**src/rtl/shaper_event_if.sv**
```systemverilog
// Event record channel from the shaper supervisor to the downstream consumer.
// Valid/ready handshake carrying amplitude, crossing timestamp and pile-up flag.
interface shaper_event_if #(
   parameter int DATA_W = 31,
   parameter int TS_W   = 32
);
   logic                     ev_valid;
   logic                     ev_ready;
   logic signed [DATA_W-1:0] ev_amp;
   logic [TS_W-1:0]          ev_ts;
   logic                     ev_pileup;

   modport master (
      output ev_valid,
      output ev_amp,
      output ev_ts,
      output ev_pileup,
      input  ev_ready
   );

   modport slave (
      input  ev_valid,
      input  ev_amp,
      input  ev_ts,
      input  ev_pileup,
      output ev_ready
   );
endinterface

```
**src/rtl/shaper_event_controller.sv**
```systemverilog
// Supervises the trapezoidal shaping filter: drives its reset, detects threshold
// crossings, samples the flat-top amplitude and emits timestamped event records.
module shaper_event_controller #(
   parameter int DATA_W     = 31,
   parameter int TS_W       = 32,
   parameter int PEAK_DELAY = 8,
   parameter int HOLDOFF    = 16,
   parameter int FLUSH_LEN  = 8
) (
   input  logic                     clk,
   input  logic                     reset,
   input  logic                     enable,
   input  logic                     flush_req,
   input  logic signed [DATA_W-1:0] threshold,
   input  logic signed [DATA_W-1:0] filt_data,
   output logic                     filt_rst_n,
   shaper_event_if.master           ev,
   output logic [15:0]              drop_cnt,
   output logic                     busy
);

   localparam int MAX_A  = (PEAK_DELAY > HOLDOFF) ? PEAK_DELAY : HOLDOFF;
   localparam int MAX_N  = (MAX_A > FLUSH_LEN) ? MAX_A : FLUSH_LEN;
   localparam int CNT_W  = $clog2(MAX_N + 1);

   localparam logic [CNT_W-1:0] FLUSH_LAST = CNT_W'(FLUSH_LEN - 1);
   localparam logic [CNT_W-1:0] PEAK_LAST  = CNT_W'(PEAK_DELAY - 1);
   localparam logic [CNT_W-1:0] HOLD_LAST  = CNT_W'(HOLDOFF - 1);

   typedef enum logic [1:0] {
      ST_FLUSH,
      ST_IDLE,
      ST_WAIT_PEAK,
      ST_HOLDOFF
   } state_t;

   state_t                   state_reg;
   state_t                   state_next;
   logic [CNT_W-1:0]         cnt_reg;
   logic [CNT_W-1:0]         cnt_next;
   logic [TS_W-1:0]          ts_cnt_reg;
   logic [TS_W-1:0]          ts_hold_reg;
   logic [TS_W-1:0]          ts_hold_next;
   logic signed [DATA_W-1:0] amp_hold_reg;
   logic signed [DATA_W-1:0] amp_hold_next;
   logic                     pile_reg;
   logic                     pile_next;
   logic                     above_d_reg;

   logic above;
   logic crossing;
   logic emit;
   logic emit_pile;
   logic ev_load;
   logic ev_drop;

   assign above    = (filt_data > threshold);
   assign crossing = above && !above_d_reg;
   assign busy     = (state_reg != ST_IDLE);

   always_comb begin
      state_next    = state_reg;
      cnt_next      = cnt_reg;
      ts_hold_next  = ts_hold_reg;
      amp_hold_next = amp_hold_reg;
      pile_next     = pile_reg;
      emit          = 1'b0;
      emit_pile     = pile_reg || crossing;

      case (state_reg)
         ST_FLUSH: begin
            if (cnt_reg == FLUSH_LAST) begin
               state_next = ST_IDLE;
               cnt_next   = '0;
            end else begin
               cnt_next = cnt_reg + 1'b1;
            end
         end
         ST_IDLE: begin
            if (enable && crossing) begin
               ts_hold_next = ts_cnt_reg;
               cnt_next     = '0;
               state_next   = ST_WAIT_PEAK;
            end
         end
         ST_WAIT_PEAK: begin
            // A pulse that falls back below threshold before the flat top is noise.
            if (!above) begin
               state_next = ST_IDLE;
               cnt_next   = '0;
            end else if (cnt_reg == PEAK_LAST) begin
               amp_hold_next = filt_data;
               pile_next     = 1'b0;
               cnt_next      = '0;
               state_next    = ST_HOLDOFF;
            end else begin
               cnt_next = cnt_reg + 1'b1;
            end
         end
         ST_HOLDOFF: begin
            if (crossing) begin
               pile_next = 1'b1;
            end
            if (cnt_reg == HOLD_LAST) begin
               emit       = 1'b1;
               cnt_next   = '0;
               state_next = ST_IDLE;
            end else begin
               cnt_next = cnt_reg + 1'b1;
            end
         end
         default: begin
            state_next = ST_FLUSH;
            cnt_next   = '0;
         end
      endcase

      // Flush overrides everything; the count stays pinned while the request is held.
      if (flush_req) begin
         state_next = ST_FLUSH;
         cnt_next   = '0;
         emit       = 1'b0;
      end
   end

   assign ev_load = emit && (!ev.ev_valid || ev.ev_ready);
   assign ev_drop = emit && ev.ev_valid && !ev.ev_ready;

   always_ff @(posedge clk or negedge reset) begin
      if (!reset) begin
         state_reg    <= ST_FLUSH;
         cnt_reg      <= '0;
         ts_cnt_reg   <= '0;
         ts_hold_reg  <= '0;
         amp_hold_reg <= '0;
         pile_reg     <= 1'b0;
         above_d_reg  <= 1'b0;
         filt_rst_n   <= 1'b0;
      end else begin
         state_reg    <= state_next;
         cnt_reg      <= cnt_next;
         ts_cnt_reg   <= ts_cnt_reg + 1'b1;
         ts_hold_reg  <= ts_hold_next;
         amp_hold_reg <= amp_hold_next;
         pile_reg     <= pile_next;
         above_d_reg  <= (state_reg == ST_FLUSH) ? 1'b0 : above;
         filt_rst_n   <= (state_next != ST_FLUSH);
      end
   end

   // Output register runs independently of flushes so a pending record is never lost.
   always_ff @(posedge clk or negedge reset) begin
      if (!reset) begin
         ev.ev_valid  <= 1'b0;
         ev.ev_amp    <= '0;
         ev.ev_ts     <= '0;
         ev.ev_pileup <= 1'b0;
         drop_cnt     <= '0;
      end else begin
         if (ev_load) begin
            ev.ev_valid  <= 1'b1;
            ev.ev_amp    <= amp_hold_reg;
            ev.ev_ts     <= ts_hold_reg;
            ev.ev_pileup <= emit_pile;
         end else if (ev.ev_valid && ev.ev_ready) begin
            ev.ev_valid <= 1'b0;
         end
         if (ev_drop && (drop_cnt != 16'hFFFF)) begin
            drop_cnt <= drop_cnt + 16'd1;
         end
      end
   end

endmodule

```
**src/flat_wrapper.sv**
```systemverilog
// flat-port wrapper written by rule: the top's interface ports become plain ports
module shaper_event_controller_flat 
#(
   parameter int DATA_W     = 31,
   parameter int TS_W       = 32,
   parameter int PEAK_DELAY = 8,
   parameter int HOLDOFF    = 16,
   parameter int FLUSH_LEN  = 8
)
  (clk, reset, enable, flush_req, threshold, filt_data, filt_rst_n, drop_cnt, busy, ev_ev_valid, ev_ev_amp, ev_ev_ts, ev_ev_pileup, ev_ev_ready);
  shaper_event_if #(.DATA_W(DATA_W), .TS_W(TS_W)) ev_i ();
  input  logic clk;
  input  logic reset;
  input  logic enable;
  input  logic flush_req;
  input  logic signed [DATA_W-1:0] threshold;
  input  logic signed [DATA_W-1:0] filt_data;
  output logic filt_rst_n;
  output logic [15:0] drop_cnt;
  output logic busy;
  output wire logic [$bits(ev_i.ev_valid)-1:0] ev_ev_valid;
  output wire logic [$bits(ev_i.ev_amp)-1:0] ev_ev_amp;
  output wire logic [$bits(ev_i.ev_ts)-1:0] ev_ev_ts;
  output wire logic [$bits(ev_i.ev_pileup)-1:0] ev_ev_pileup;
  input wire logic [$bits(ev_i.ev_ready)-1:0] ev_ev_ready;
  assign ev_ev_valid = ev_i.ev_valid;
  assign ev_ev_amp = ev_i.ev_amp;
  assign ev_ev_ts = ev_i.ev_ts;
  assign ev_ev_pileup = ev_i.ev_pileup;
  assign ev_i.ev_ready = ev_ev_ready;
  shaper_event_controller #(.DATA_W(DATA_W), .TS_W(TS_W), .PEAK_DELAY(PEAK_DELAY), .HOLDOFF(HOLDOFF), .FLUSH_LEN(FLUSH_LEN)) u_core (.clk(clk), .reset(reset), .enable(enable), .flush_req(flush_req), .threshold(threshold), .filt_data(filt_data), .filt_rst_n(filt_rst_n), .ev(ev_i), .drop_cnt(drop_cnt), .busy(busy));
endmodule
```
**config.mk**
```make
export PLATFORM = sky130hd
export DESIGN_NAME = shaper_event_controller_flat
export DESIGN_NICKNAME = d
export VERILOG_FILES = /design/src/rtl/shaper_event_if.sv /design/src/rtl/shaper_event_controller.sv /design/src/flat_wrapper.sv
export SDC_FILE = /design/constraint.sdc
export NUM_CORES = 1
export LEC_CHECK = 0
export CAP_MARGIN = 15
export CORE_MARGIN = 2
export CORE_UTILIZATION = 45
export CTS_CLUSTER_DIAMETER = 80
export DETAILED_ROUTE_END_ITERATION = 8
export PLACE_DENSITY = 0.78
export SLEW_MARGIN = 20
export SYNTH_ARGS = -nofsm -noshare
export SYNTH_HDL_FRONTEND = slang
export SYNTH_SLANG_ARGS = --single-unit
```
**constraint.sdc**
```tcl
create_clock -name clk -period 4.25 [get_ports clk]
set_input_delay 1.275 -clock clk [delete_from_list [all_inputs] [get_ports clk]]
set_output_delay 1.275 -clock clk [all_outputs]
set_load 0.01 [all_outputs]
```
==> qor.yml <==
run_status:
  status: "finished, final reports clean"
synth:
  ys.flop_type: "dfrtp_1"
  synth_top_area_share_pct: 56.77
  yosys.area.top_type: "dfrtp_1"
  netlist_area_um2: 8199
  yosys.cell_types.count: 47
  synthArstFlopShare_pct: 100.0
  syn-num-nets: 735
  synth_area_per_cell_um2: 12.97
  synth-seq-cells: 186
  synth_edf_count: 0
  synth_area_leaders: "dfrtp_1 57%, mux2_2 16%, ha_1 5.5%, xnor2_1 3.3%, inv_1 2.0%"
  yosysWarnings: 0
  seq_area_frac_synth_pct: 56.77
  syn_inst: 632
drt:
  top_layer: "met4"
  firstDrtPassIters: 4
  drcViolationCount: 0
  route.met3.wl_um: 806
  vias_per_cell: 5.058
  wl_met1_um: 7275
  routed_wl_um: 15870
  ant_nets: 0
  first_iter_violations: 160
  post_drt_wl_per_cell_um: 15.10
  num_vias: 5316
  wl_met2_um: 7608
power:
  p_int_mw: 2.796
  irDropWorstVdd_uv: 282.8
  power.share.sequential_pct: 50.1
  switching_share_pct: 23.55
  p_sw_uw: 861.6
  combPwrFrac_pct: 6.9
  power_density_nw_per_um2: 342.0
  clockPowerShare_pct: 43.0
  p_leak_nw: 5.108
critical_path:
  path_max_fanout: 33
  reg2reg_from: "u_core.cnt_reg[0]"
  path_cells: "clkdlybuf4s50_1 > inv_1 > ha_1 > nand4_1 > nor3_1 > o31ai_1 > buf_4 > a21boi_1 > nor3b_2 > nor4_4 > buf_12 > mux2_2"
  timing.rr.end: "u_core.drop_cnt[10]"
  ff2ff_path_depth: 11
  slowest_delay_ps: 460
  cp_data_required_time_ps: 4570
  end_kind: "register"
  crit_start: "threshold[13]"
  critical_path_class: "in2reg"
  cp-start-kind: "input pin"
  crit_arrival_ps: 4300
  crit_slowest_cell: "clkdlybuf4s50_1"
  worst-r2r-setup-slack_ps: 1580
clock_tree:
  path_clk_slew_ps: 70
  cts.repair.resized: 0
  htreeDepth: 4
  clockBufferDepth: 2
  root_buffer: "clkbuf_16"
  clk_latency_ps: 430
  tritoncts: "built"
  numCtsBuffers: 17
  cts_setup_buffers: 0
  cts_sinks: 186
  cts_hold_buf: 0
place:
  dpl_cell_area_um2: 10100
  place_congestion: 0.7833
  io_buffers: 149
  dp_hpwl_um: 11290
  placed_cells: 1018
finish:
  design_area_um2: 10700
  area.growth.synth_to_final_pct: 30.46
  drive_gt1_share_pct: 22.53
  mostFrequentLayoutCell: "dfrtp_1"
  nNetsFinal: 911
  stdcell_count: 1051
  layout_common_cells: "186 x dfrtp_1, 148 x clkdlybuf4s50_1, 120 x mux2_2"
grt:
  grt_max_degree: 92
  grt_pass1_vias: 5419
  grt_overflow: 0
  grt_pass1_wl_um: 27100
  antenna_found_initial: 1
  grt_usage_pct: 17.14
floorplan:
  die_area_um2: 19320
  fp.dieH_um: 139.0
  coreArea_um2: 17900
  io_pins: 150
  start_util_pct: 45.80
  num_rows: 49
  die_x_um: 139.0
hold_path:
  hold_start: "u_core.ts_cnt_reg[31]"
  hold_depth: 1
  hp-class: "reg2reg"
  whs_endpoint: "u_core.ts_cnt_reg[31]"
sta:
  final-hold-violation-count: 0
  fin_crit_sh_pct: 93.67
  maxSlewViolCount: 0
  fin_crit_ps: 3981
  maxSlewHeadroom_pct: 50.81
  rsz0062_at_grt: "no"
  clock.fmax_mhz: 251.2
  worst_slew_pin_slew_ps: 737.8
  fin_skew_ps: 8.832
  setup_violations: 0
run:
  cap_viol_max_count: 0
## power groups by stage
stage,logic (mW),registers (mW),clock network [mW]
finish,0.253,1.83,1.57
floorplan,0.111,1.86,0
global placement,0.249,1.87,0
detailed placement,0.256,1.87,0
global route,0.287,1.84,1.69
CTS,0.257,1.83,1.62
## cells by family after synthesis
family	share of synthesized area (%)
mux	17.56
buf+inv	3.113
flops	56.77
simple gates	8.500
xor+xnor	4.807
compound gates	3.754
fa+ha+maj	5.494
## worst max-delay path: cells and delay by family
kind	cells	cell delay (ps)
buffers and inverters	4	900
AO/OA/AOI/OAI	2	480
AND/OR/NAND/NOR	4	950
multiplexers	1	370
adder cells (fa/ha/maj)	1	310
## final cells by class
cell class | instances | area (µm²)
Clock buffer | 18 | 439.2
Antenna cell | 1 | 2.502
Clock inverter | 14 | 155.1
Tap cell | 229 | 286.5
Timing Repair Buffer | 173 | 1700
Sequential cell | 186 | 4654
Fill cell | 1446 | 7206
Inverter | 43 | 161.4
Multi-Input combinational cell | 387 | 3297
## per-stage QoR
step | hold slack (ps) | utilization (%) | TNS (ps) | worst slack (ps) | total power [mW]
after floorplan | 436.2 | - | 0 | 604.3 | 1.971
after global placement | 456.3 | 56.42 | -4249 | -81.37 | 2.115
after detailed placement | 458.1 | 56.42 | -7370 | -128.4 | 2.123
after CTS | 473.0 | 59.74 | 0 | 283.2 | 3.710
after global routing | 488.0 | 59.74 | 0 | 64.97 | 3.814
final | 469.0 | 59.75 | 0 | 269.1 | 3.658
## worst max path at each step
stage	endpoint	slack [ps]	cells after the start
detailed placement	u_core.ts_hold_reg[10]	-130	12
global route	u_core.ts_hold_reg[30]	60	12
finish	u_core.ts_hold_reg[30]	270	12
floorplan	u_core.ts_hold_reg[10]	600	10
CTS	u_core.ts_hold_reg[30]	280	12
global placement	u_core.ts_hold_reg[27]	-80	10
## layer usage
| layer | global-route usage [%] | up-vias |
|---|---|---|
| met5 | 0 | - |
| met4 | 4.785 | 0 |
| met3 | 3.971 | 17 |
| met2 | 27.51 | 118 |
| met1 | 23.60 | 2609 |
| li1 | - | 2572 |
## cell usage after synthesis (2+ instances only)
cell type and instances:
xnor2_1 31, and2_1 2, nor2_1 21, a21oi_1 19, clkbuf_1 9, nand3_1 23, nor3_1 6, o31ai_1 3
nand4_1 9, buf_4 3, nand2b_1 6, nor2b_1 3, and4_1 5, dfrtp_1 186, inv_1 43, nand2_1 33
ha_1 36, o22ai_1 5, mux2_2 120, a211oi_1 2, buf_6 3, nand3b_1 2, a31oi_1 3, xor2_1 14
o21ai_0 7, nor4_4 2, and3_1 10, mux2_1 7
Note: power is estimated with default switching activity, not from simulation.
